===== config.mk =====
export PLATFORM = sky130hd
export DESIGN_NAME = multicycle_sequencer
export DESIGN_NICKNAME = d
export VERILOG_FILES = /design/src/rtl/mc_pkg.sv /design/src/rtl/mc_timeout_counter.sv /design/src/rtl/multicycle_sequencer.sv
export SDC_FILE = /design/constraint.sdc
export NUM_CORES = 1
export LEC_CHECK = 0
export ABC_AREA = 1
export BUFFER_PORTS_ARGS = -buffer_cell sky130_fd_sc_hd__buf_2
export CORE_ASPECT_RATIO = 2
export CORE_MARGIN = 1
export CORE_UTILIZATION = 40
export CTS_CLUSTER_SIZE = 16
export DETAILED_ROUTE_END_ITERATION = 12
export RECOVER_POWER = 100
export SETUP_SLACK_MARGIN = 0.3
export SLEW_MARGIN = 10
export SYNTH_ARGS = -nofsm -noshare
export SYNTH_HDL_FRONTEND = slang
export SYNTH_SLANG_ARGS = --single-unit

===== constraint.sdc =====
create_clock -name clk -period 3.6 [get_ports clk]
set_clock_uncertainty 0.2 [all_clocks]
set_input_delay 0.18 -clock clk [delete_from_list [all_inputs] [get_ports clk]]
set_output_delay 0.18 -clock clk [all_outputs]
set_load 0.03 [all_outputs]

===== src/rtl/mc_pkg.sv =====
// Shared encodings for the multicycle sequencer: FSM states, decoder
// instruction classes and next-PC source selects.
// Latency: n/a (types and constants only). Backpressure: n/a.
package mc_pkg;

  typedef enum logic [2:0] {
    ST_FETCH   = 3'd0,
    ST_DECODE  = 3'd1,
    ST_EXECUTE = 3'd2,
    ST_MEM     = 3'd3,
    ST_WB      = 3'd4,
    ST_HALTED  = 3'd5
  } state_t;

  typedef enum logic [2:0] {
    CLS_ALU  = 3'd0,
    CLS_LD   = 3'd1,
    CLS_ST   = 3'd2,
    CLS_BR   = 3'd3,
    CLS_JMP  = 3'd4,
    CLS_CALL = 3'd5,
    CLS_RET  = 3'd6,
    CLS_HALT = 3'd7
  } icls_t;

  localparam logic [1:0] PC_SEL_SEQ    = 2'd0;  // pc + 2
  localparam logic [1:0] PC_SEL_JUMP   = 2'd1;
  localparam logic [1:0] PC_SEL_BRANCH = 2'd2;
  localparam logic [1:0] PC_SEL_R7     = 2'd3;  // return address register

endpackage


===== src/rtl/mc_timeout_counter.sv =====
// Memory-wait watchdog: counts consecutive wait cycles, flags the last allowed one.
// Latency: expired is combinational on the current count and inc.
// Backpressure: none; clr has priority over inc.
//   clk, reset : clock, synchronous active-high reset
//   clr        : restart the count (state entry)
//   inc        : a wait cycle is being spent (ready still low)
//   expired    : this wait cycle is the MEM_TMO-th one; 0 when MEM_TMO == 0
module mc_timeout_counter #(
  parameter int MEM_TMO = 15,
  parameter int TMO_W   = 4
) (
  input  logic clk,
  input  logic reset,
  input  logic clr,
  input  logic inc,
  output logic expired
);

  localparam logic [TMO_W-1:0] LAST = TMO_W'(MEM_TMO - 1);

  logic [TMO_W-1:0] cnt;

  // cnt holds the number of wait cycles already spent, so the MEM_TMO-th
  // waiting cycle is the one that starts with cnt == MEM_TMO-1.
  assign expired = (MEM_TMO != 0) && inc && (cnt == LAST);

  always_ff @(posedge clk) begin
    if (reset || clr) begin
      cnt <= '0;
    end else if (inc && (cnt != {TMO_W{1'b1}})) begin
      cnt <= cnt + 1'b1;
    end
  end

endmodule


===== src/rtl/multicycle_sequencer.sv =====
// Multicycle control sequencer for the 16-bit RISC core (FETCH/DECODE/EXECUTE/MEM/WB).
// Latency: 2 (JMP/RET) to 5 (LD) cycles per instruction with immediate ready and no stall.
// Backpressure: waits on imem_ready/dmem_ready (timeout trap); stall freezes DECODE/EXECUTE/WB.
//   clk, reset            : clock, synchronous active-high reset (all outputs 0 while high)
//   icls, br_taken, stall : decoder class, branch outcome, external freeze
//   imem_ready/dmem_ready : memory handshakes; imem_req/dmem_req/dmem_we requests
//   ir_we..memwb_we       : pipeline latch loads; reg_we, pc_we, pc_sel datapath controls
//   state_o, trap         : current state, sticky memory timeout
//   retired, cycles       : saturating instruction and cycle counters
module multicycle_sequencer #(
  parameter int PC_W    = 16,
  parameter int CNT_W   = 32,
  parameter int MEM_TMO = 15,
  parameter int TMO_W   = 4
) (
  input  logic             clk,
  input  logic             reset,
  input  logic [2:0]       icls,
  input  logic             br_taken,
  input  logic             stall,
  input  logic             imem_ready,
  input  logic             dmem_ready,
  output logic             imem_req,
  output logic             dmem_req,
  output logic             dmem_we,
  output logic             ir_we,
  output logic             idex_we,
  output logic             exmem_we,
  output logic             memwb_we,
  output logic             reg_we,
  output logic             pc_we,
  output logic [1:0]       pc_sel,
  output logic [2:0]       state_o,
  output logic             trap,
  output logic [CNT_W-1:0] retired,
  output logic [CNT_W-1:0] cycles
);
  import mc_pkg::*;

  generate
    if (PC_W < 2 || (2 ** TMO_W) <= MEM_TMO) begin : g_bad_params
      $error("multicycle_sequencer: PC_W must be >= 2 and 2**TMO_W must exceed MEM_TMO");
    end
  endgenerate

  state_t           state, state_nx;
  icls_t            cls_q, cls_eff;
  logic             trap_q;
  logic [CNT_W-1:0] retired_q, cycles_q;

  logic       imem_req_c, dmem_req_c, dmem_we_c, ir_we_c, idex_we_c;
  logic       exmem_we_c, memwb_we_c, reg_we_c, pc_we_c, retire_c;
  logic [1:0] pc_sel_c;
  logic       tmo_inc, tmo_clr, tmo_expired;

  // In DECODE the class is being latched this very cycle, so decisions use
  // the live decoder input; later states use the latched copy.
  assign cls_eff = (state == ST_DECODE) ? icls_t'(icls) : cls_q;

  always_comb begin
    state_nx   = state;
    imem_req_c = 1'b0;
    dmem_req_c = 1'b0;
    dmem_we_c  = 1'b0;
    ir_we_c    = 1'b0;
    idex_we_c  = 1'b0;
    exmem_we_c = 1'b0;
    memwb_we_c = 1'b0;
    reg_we_c   = 1'b0;
    pc_we_c    = 1'b0;
    pc_sel_c   = PC_SEL_SEQ;
    retire_c   = 1'b0;
    case (state)
      ST_FETCH: begin
        imem_req_c = 1'b1;
        if (imem_ready) begin
          ir_we_c  = 1'b1;
          state_nx = ST_DECODE;
        end else if (tmo_expired) begin
          state_nx = ST_HALTED;
        end
      end
      ST_DECODE: begin
        if (!stall) begin
          idex_we_c = 1'b1;
          case (cls_eff)
            CLS_JMP: begin
              pc_we_c  = 1'b1;
              pc_sel_c = PC_SEL_JUMP;
              retire_c = 1'b1;
              state_nx = ST_FETCH;
            end
            CLS_CALL: begin
              // Target is presented now; the PC loads in WB after R7 is written.
              pc_sel_c = PC_SEL_JUMP;
              state_nx = ST_WB;
            end
            CLS_RET: begin
              pc_we_c  = 1'b1;
              pc_sel_c = PC_SEL_R7;
              retire_c = 1'b1;
              state_nx = ST_FETCH;
            end
            CLS_HALT: state_nx = ST_HALTED;
            default:  state_nx = ST_EXECUTE;
          endcase
        end
      end
      ST_EXECUTE: begin
        if (!stall) begin
          exmem_we_c = 1'b1;
          case (cls_eff)
            CLS_BR: begin
              pc_we_c  = 1'b1;
              pc_sel_c = br_taken ? PC_SEL_BRANCH : PC_SEL_SEQ;
              retire_c = 1'b1;
              state_nx = ST_FETCH;
            end
            CLS_LD, CLS_ST: state_nx = ST_MEM;
            default:        state_nx = ST_WB;
          endcase
        end
      end
      ST_MEM: begin
        dmem_req_c = 1'b1;
        dmem_we_c  = (cls_eff == CLS_ST);
        if (dmem_ready) begin
          memwb_we_c = 1'b1;
          if (cls_eff == CLS_ST) begin
            pc_we_c  = 1'b1;
            retire_c = 1'b1;
            state_nx = ST_FETCH;
          end else begin
            state_nx = ST_WB;
          end
        end else if (tmo_expired) begin
          state_nx = ST_HALTED;
        end
      end
      ST_WB: begin
        if (!stall) begin
          reg_we_c = 1'b1;
          pc_we_c  = 1'b1;
          pc_sel_c = (cls_eff == CLS_CALL) ? PC_SEL_JUMP : PC_SEL_SEQ;
          retire_c = 1'b1;
          state_nx = ST_FETCH;
        end
      end
      ST_HALTED: state_nx = ST_HALTED;
      default:   state_nx = ST_FETCH;  // unused encodings recover silently
    endcase
  end

  assign tmo_inc = ((state == ST_FETCH) && !imem_ready) ||
                   ((state == ST_MEM) && !dmem_ready);
  assign tmo_clr = (state_nx != state);

  mc_timeout_counter #(
    .MEM_TMO(MEM_TMO),
    .TMO_W  (TMO_W)
  ) u_tmo (
    .clk    (clk),
    .reset  (reset),
    .clr    (tmo_clr),
    .inc    (tmo_inc),
    .expired(tmo_expired)
  );

  always_ff @(posedge clk) begin
    if (reset) begin
      state     <= ST_FETCH;
      cls_q     <= CLS_ALU;
      trap_q    <= 1'b0;
      retired_q <= '0;
      cycles_q  <= '0;
    end else begin
      state <= state_nx;
      if (state == ST_DECODE) cls_q <= icls_t'(icls);
      if (tmo_expired) trap_q <= 1'b1;
      if (cycles_q != {CNT_W{1'b1}}) cycles_q <= cycles_q + 1'b1;
      if (retire_c && (retired_q != {CNT_W{1'b1}})) retired_q <= retired_q + 1'b1;
    end
  end

  // Reset forces every output low, so an abandoned instruction cannot emit
  // a PC or register write in the reset cycle.
  assign imem_req = !reset && imem_req_c;
  assign dmem_req = !reset && dmem_req_c;
  assign dmem_we  = !reset && dmem_we_c;
  assign ir_we    = !reset && ir_we_c;
  assign idex_we  = !reset && idex_we_c;
  assign exmem_we = !reset && exmem_we_c;
  assign memwb_we = !reset && memwb_we_c;
  assign reg_we   = !reset && reg_we_c;
  assign pc_we    = !reset && pc_we_c;
  assign pc_sel   = reset ? PC_SEL_SEQ : pc_sel_c;
  assign state_o  = reset ? 3'd0 : state;
  assign trap     = !reset && trap_q;
  assign retired  = reset ? '0 : retired_q;
  assign cycles   = reset ? '0 : cycles_q;

endmodule

# Word-level counts from Yosys, hierarchy flattened
# Cells that the tools add are included.
# word_totals
in_bits	9
word_cells	91
ff_bits	75
# classes
n_eq_ne	17
muxes	41
n_addsub	3
reduce_logical	24
# op_table
op	n
$add 32x1->32 const B	2
$mux 32	2
$ne 32x32->1 const B	2
$mux 3	9
$mux 1	19
$eq 3x3->1 const B	6
$pmux 3 s6	1
$logic_and 1x1->1	15
$eq 3x2->1 const B	4
$mux 2	5
$pmux 3 s3	1
$eq 3x1->1 const B	2
$pmux 2 s3	1
$pmux 3 s2	1
$reduce_or 2->1	3
$add 4x1->4 const B	1
$eq 4x4->1 const B	1
$ne 4x4->1 const B	1
$pmux 1 s4	1
$pmux 2 s2	1
$logic_not 1->1	3
$logic_not 3->1	1
$ne 3x3->1	1
$logic_or 1x1->1	2

# Depth between registers and ports, before layout
# logic_depth
word_depth	9
mapped_depth	14
ltp_nobuf	14

# Cells and area by module
# Synthesis repeated with hierarchy kept, for this count alone.
# unflattened
cells_unflattened	904
area_unflattened_um2	5258.8
# by_module_without_submodules
mod	area_per_inst_um2	cells_per_inst	n_inst	seq_area_each_um2
multicycle_sequencer	5008.6	870	1	1421.4
mc_timeout_counter	250.2	34	1	80.1

# Worst setup path before layout
# No wires, ideal clock.
# synth_timing
path_type	register -> output
from	register state[2]
to	output port pc_we
path_buffers	1
t_arrival_ns	1.659
required_time_ns	3.220
path_stages_with_launch	7
slack_ns	1.561
path_cell_list	dfxtp_1 -> inv_1 -> buf_2 -> nand4_1 -> nand2_1 -> nand4_1 -> a31oi_1
# synth_between
elab_chain_len	8
elab_cells_between_ends	18
classes_between	eq/ne: 8; mux: 8; reduce/logical: 2
# synth_rtl
element	line_no	source
start, declared	multicycle_sequencer.sv:46	state_t state, state_nx;
start signal, assigned	multicycle_sequencer.sv:177	state <= state_nx;
$eq 3x1->1	multicycle_sequencer.sv:58, multicycle_sequencer.sv:73	
$mux 3	--	
$eq 3x3->1	multicycle_sequencer.sv:86	case (cls_eff)
$reduce_or 2->1 (no source line)	--	
$mux 1	multicycle_sequencer.sv:86	
$mux 1	multicycle_sequencer.sv:84	if (!stall) begin
$pmux 1 s4 *	multicycle_sequencer.sv:73	case (state)
$logic_and 1x1->1 *	multicycle_sequencer.sv:195	assign pc_we = !reset && pc_we_c;
end, declared	multicycle_sequencer.sv:31	output logic pc_we,
# Mark *: on every way between the ends. The rest lies on a longest branch, timed or not.

# Worst setup path in the final report
# layout_timing
from	register state[2]
to	register retired_q[5]
# layout_between
elab_chain_len	8
elab_cells_between_ends	18
classes_between	eq/ne: 8; mux: 8; reduce/logical: 2
# layout_rtl
element	line_no	source
$eq 3x1->1	multicycle_sequencer.sv:58, multicycle_sequencer.sv:73	
$mux 3	--	
$eq 3x3->1	multicycle_sequencer.sv:86	
$reduce_or 2->1 (no source line)	--	
$mux 1	multicycle_sequencer.sv:86	
$mux 1	multicycle_sequencer.sv:84	
$pmux 1 s4 *	multicycle_sequencer.sv:73	
$logic_and 1x1->1 *	multicycle_sequencer.sv:181	if (retire_c && (retired_q != {CNT_W{1'b1}})) retired_q <= retired_q + 1'b1;
end signal, assigned	multicycle_sequencer.sv:181	
end, declared	multicycle_sequencer.sv:49	logic [CNT_W-1:0] retired_q, cycles_q;
# Marked as above.
# A chain may end at the register's enable or synchronous reset.

==> impl_metrics.py <==
metrics = {
    "power": {
        "peakVddDrop_v": 0.000223,
        "p_switching_w": 0.000585,
        "powerDensity_nw_per_um2": 363,
        "p_sw_share_pct": 28.7,
        "total_power_w": 0.00204,
        "intPower_w": 0.00145,
        "combPwrFrac_pct": 14.4,
        "p_seq_share_pct": 42.6,
        "clkPwrFrac_pct": 43.1,
        "cellLeakagePower_nw": 2.19,
    },
    "run_status": {
        "status": "complete, no violations",
    },
    "place": {
        "place.gp.congestion": 0.973,
        "dp_cells": 1019,
        "portBuffers": 87,
        "dpl.hpwl_um": 12300,
    },
    "die": {
        "fp.dieW_um": 80.6,
        "dieArea_um2": 12800,
        "ioPinCount": 88,
        "start_util_pct": 40.8,
        "die_y_um": 159,
        "rows": 57,
        "core_region_area_um2": 12100,
    },
    "synthesis": {
        "synth_edf_count": 0,
        "yosys.area_share.simple_pct": 39.5,
        "synthMuxAreaShare_pct": 0,
        "ys.flop_type": "dfxtp_1",
        "synth_top_area_share_pct": 30.4,
        "syn-num-nets": 818,
        "synthAdderAreaFrac_pct": 1.01,
        "yosysWarnings": 0,
        "synth_cell_types": 34,
        "syn_avg_cell_area_um2": 6.14,
        "yosysSeqAreaShare_pct": 30.4,
        "synth.most_common_cell": "nand2_1",
        "synth-xor-area-share_pct": 8.15,
        "synth_area_leaders": "dfxtp_1 30%, nand2_1 14%, nor2_1 11%",
        "synth-seq-cells": 75,
        "synth_compound_area_share_pct": 8.93,
        "synth_top_area_cell": "dfxtp_1",
        "synth_cells": 805,
        "netlist_area_um2": 4950,
        "async_flop_share_pct": 0,
        "synth_top_family_by_area": "simple AND/OR/NAND/NOR gates",
        "ys_top_cells_by_count": "180 x nand2_1, 148 x nor2_1, 120 x inv_1",
    },
    "finish": {
        "antenna_cells": 0,
        "drive_gt1_share_pct": 4.51,
        "stdcell_count": 1034,
        "finalNetCount": 896,
        "utilization_pct": 46.3,
        "nFillCells": 1443,
        "area_delta_synth_final_pct": 13.5,
    },
    "routing": {
        "ant_nets": 0,
        "drt_iter0_drc": 292,
        "wl_per_cell_um": 15.4,
        "vias": 5325,
        "drcViolationCount": 0,
        "wl_um": 15900,
        "vias_per_cell": 5.15,
        "firstDrtPassIters": 6,
    },
    "cts": {
        "path_clk_slew_ns": 0.06,
        "ctsHoldBuffers": 0,
        "numCtsBuffers": 9,
        "cts_max_level": 3,
        "cts_tree": "yes",
        "clock_latency_ns": 0.34,
        "cts_repair_resize_count": 0,
        "root_buffer": "clkbuf_16",
        "cts_max_path_buffers": 2,
        "cts_setup_buffers": 0,
        "clock_sinks": 75,
    },
    "sta": {
        "whs_ns": 0.0352,
        "rsz0062_at_grt": "no",
        "fin_tns_setup_ns": 0,
        "finalHoldViolCount": 0,
        "layout_worst_path_cycle_share_pct": 82.6,
        "fmax_ghz": 0.336,
        "slew_viol_final": 0,
        "slew_headroom_pct": 3.62,
        "worst-slew-pin-transition_ns": 1.45,
        "period_needed_ns": 2.97,
        "setup_viol": 0,
    },
    "min_path": {
        "min-delay-path-class": "in2reg",
    },
    "setup_path": {
        "criticalPathCategory": "reg2reg",
        "cp_max_fo": 31,
        "end_kind": "register",
        "worstPathRequired_ns": 3.62,
        "critPathLaunchType": "register",
        "cp_data_arrival_time_ns": 3.00,
    },
    "global_routing": {
        "grt_pass1_wl_um": 25900,
        "grt_antenna_before_repair": 0,
        "track_usage_pct": 26.5,
        "grt_overflow_total": 0,
        "grt_pass1_vias": 5332,
        "grt_max_degree": 77,
    },
    "job": {
        "max_cap_viol_count": 0,
    },
}
[sequential cells by signal, indices dropped and copies added (netlist names)]
| name | count |
|---|---|
| u_tmo.cnt | 4 |
| cycles_q | 32 |
| state | 3 |
| trap_q | 1 |
| retired_q | 32 |
| cls_q | 3 |
[layout by cell type, fill, tap and decap left out, types with 8 or more instances in the layout]
| cell | synthesis | layout |
|---|---|---|
| nand2_1 | 180 | 181 |
| nand4_1 | 21 | 21 |
| clkbuf_1 | 18 | 80 |
| nor2_1 | 148 | 148 |
| nor3_1 | 36 | 37 |
| o21ai_0 | 25 | 26 |
| clkbuf_16 | 0 | 9 |
| nor4_1 | 16 | 16 |
| nand3_1 | 26 | 28 |
| inv_1 | 120 | 121 |
| buf_2 | 4 | 10 |
| a31oi_1 | 8 | 8 |
| xor2_1 | 44 | 44 |
| a21oi_1 | 46 | 46 |
| dfxtp_1 | 75 | 75 |
[cells by family (layout without fill, tap and decap cells)]
group	after synthesis	after routing
flip-flops	75	75
XOR/XNOR	46	46
buffers and inverters	149	231
adder cells (fa/ha/maj)	4	4
AO/OA/AOI/OAI	85	85
AND/OR/NAND/NOR	446	446
[metrics by stage]
step	setup WS, ns	cell area (um2)
floorplan	1.56	4950
global placement	0.951	5480
detailed placement	0.854	5480
CTS	0.849	5760
global route	0.360	5620
finish	0.626	5620
[final timing paths]
check / startpoint / to / slack (ns) / cells past startpoint
setup / recovery: state[2] / retired_q[5] / 0.63 / 12
hold reg to reg: retired_q[31] / retired_q[31] / 0.27 / 2
setup reg to reg: state[2] / retired_q[5] / 0.63 / 12
hold / removal: icls[0] / cls_q[0] / 0.04 / 3
[per-layer routing]
| metal | up-vias | global-route usage [%] | wire (um) |
|---|---|---|---|
| met4 | 0 | 17.7 | 1020 |
| met3 | 66 | 3.44 | 563 |
| met2 | 155 | 49.7 | 8810 |
| met5 | - | 0 | 0 |
| li1 | 2700 | - | - |
| met1 | 2404 | 25.4 | 5510 |
[critical path, stage by stage (launching register included)]
cell	delay [ns]
dfxtp_1	0.33
inv_1	0.31
nand3_1	0.34
o21ai_2	0.32
nand3_1	0.18
nor2_2	0.12
nand2_1	0.09
nand3_2	0.11
nand2_4	0.22
inv_4	0.34
nand3_1	0.15
nor2_1	0.12
a21oi_1	0.05
[final cells by class]
class	instances	area (um2)	share of cell area [%]
Sequential cell	75	1500	26.7
Multi-Input combinational cell	581	2810	50.0
Clock inverter	3	40.0	0.713
Inverter	123	464	8.27
Tap cell	147	184	3.28
Clock buffer	12	236	4.21
Timing Repair Buffer	93	379	6.75
[power by group through the flow]
stage               Sequential (W)  Clock [W]  Combinational, W
finish                    0.000866   0.000877          0.000293
global route              0.000869   0.000928          0.000327
CTS                       0.000868   0.000893          0.000311
detailed placement        0.000886          0          0.000311
global placement          0.000886          0          0.000310
floorplan                 0.000882          0          0.000243
Power figures use the tool's default switching activity.
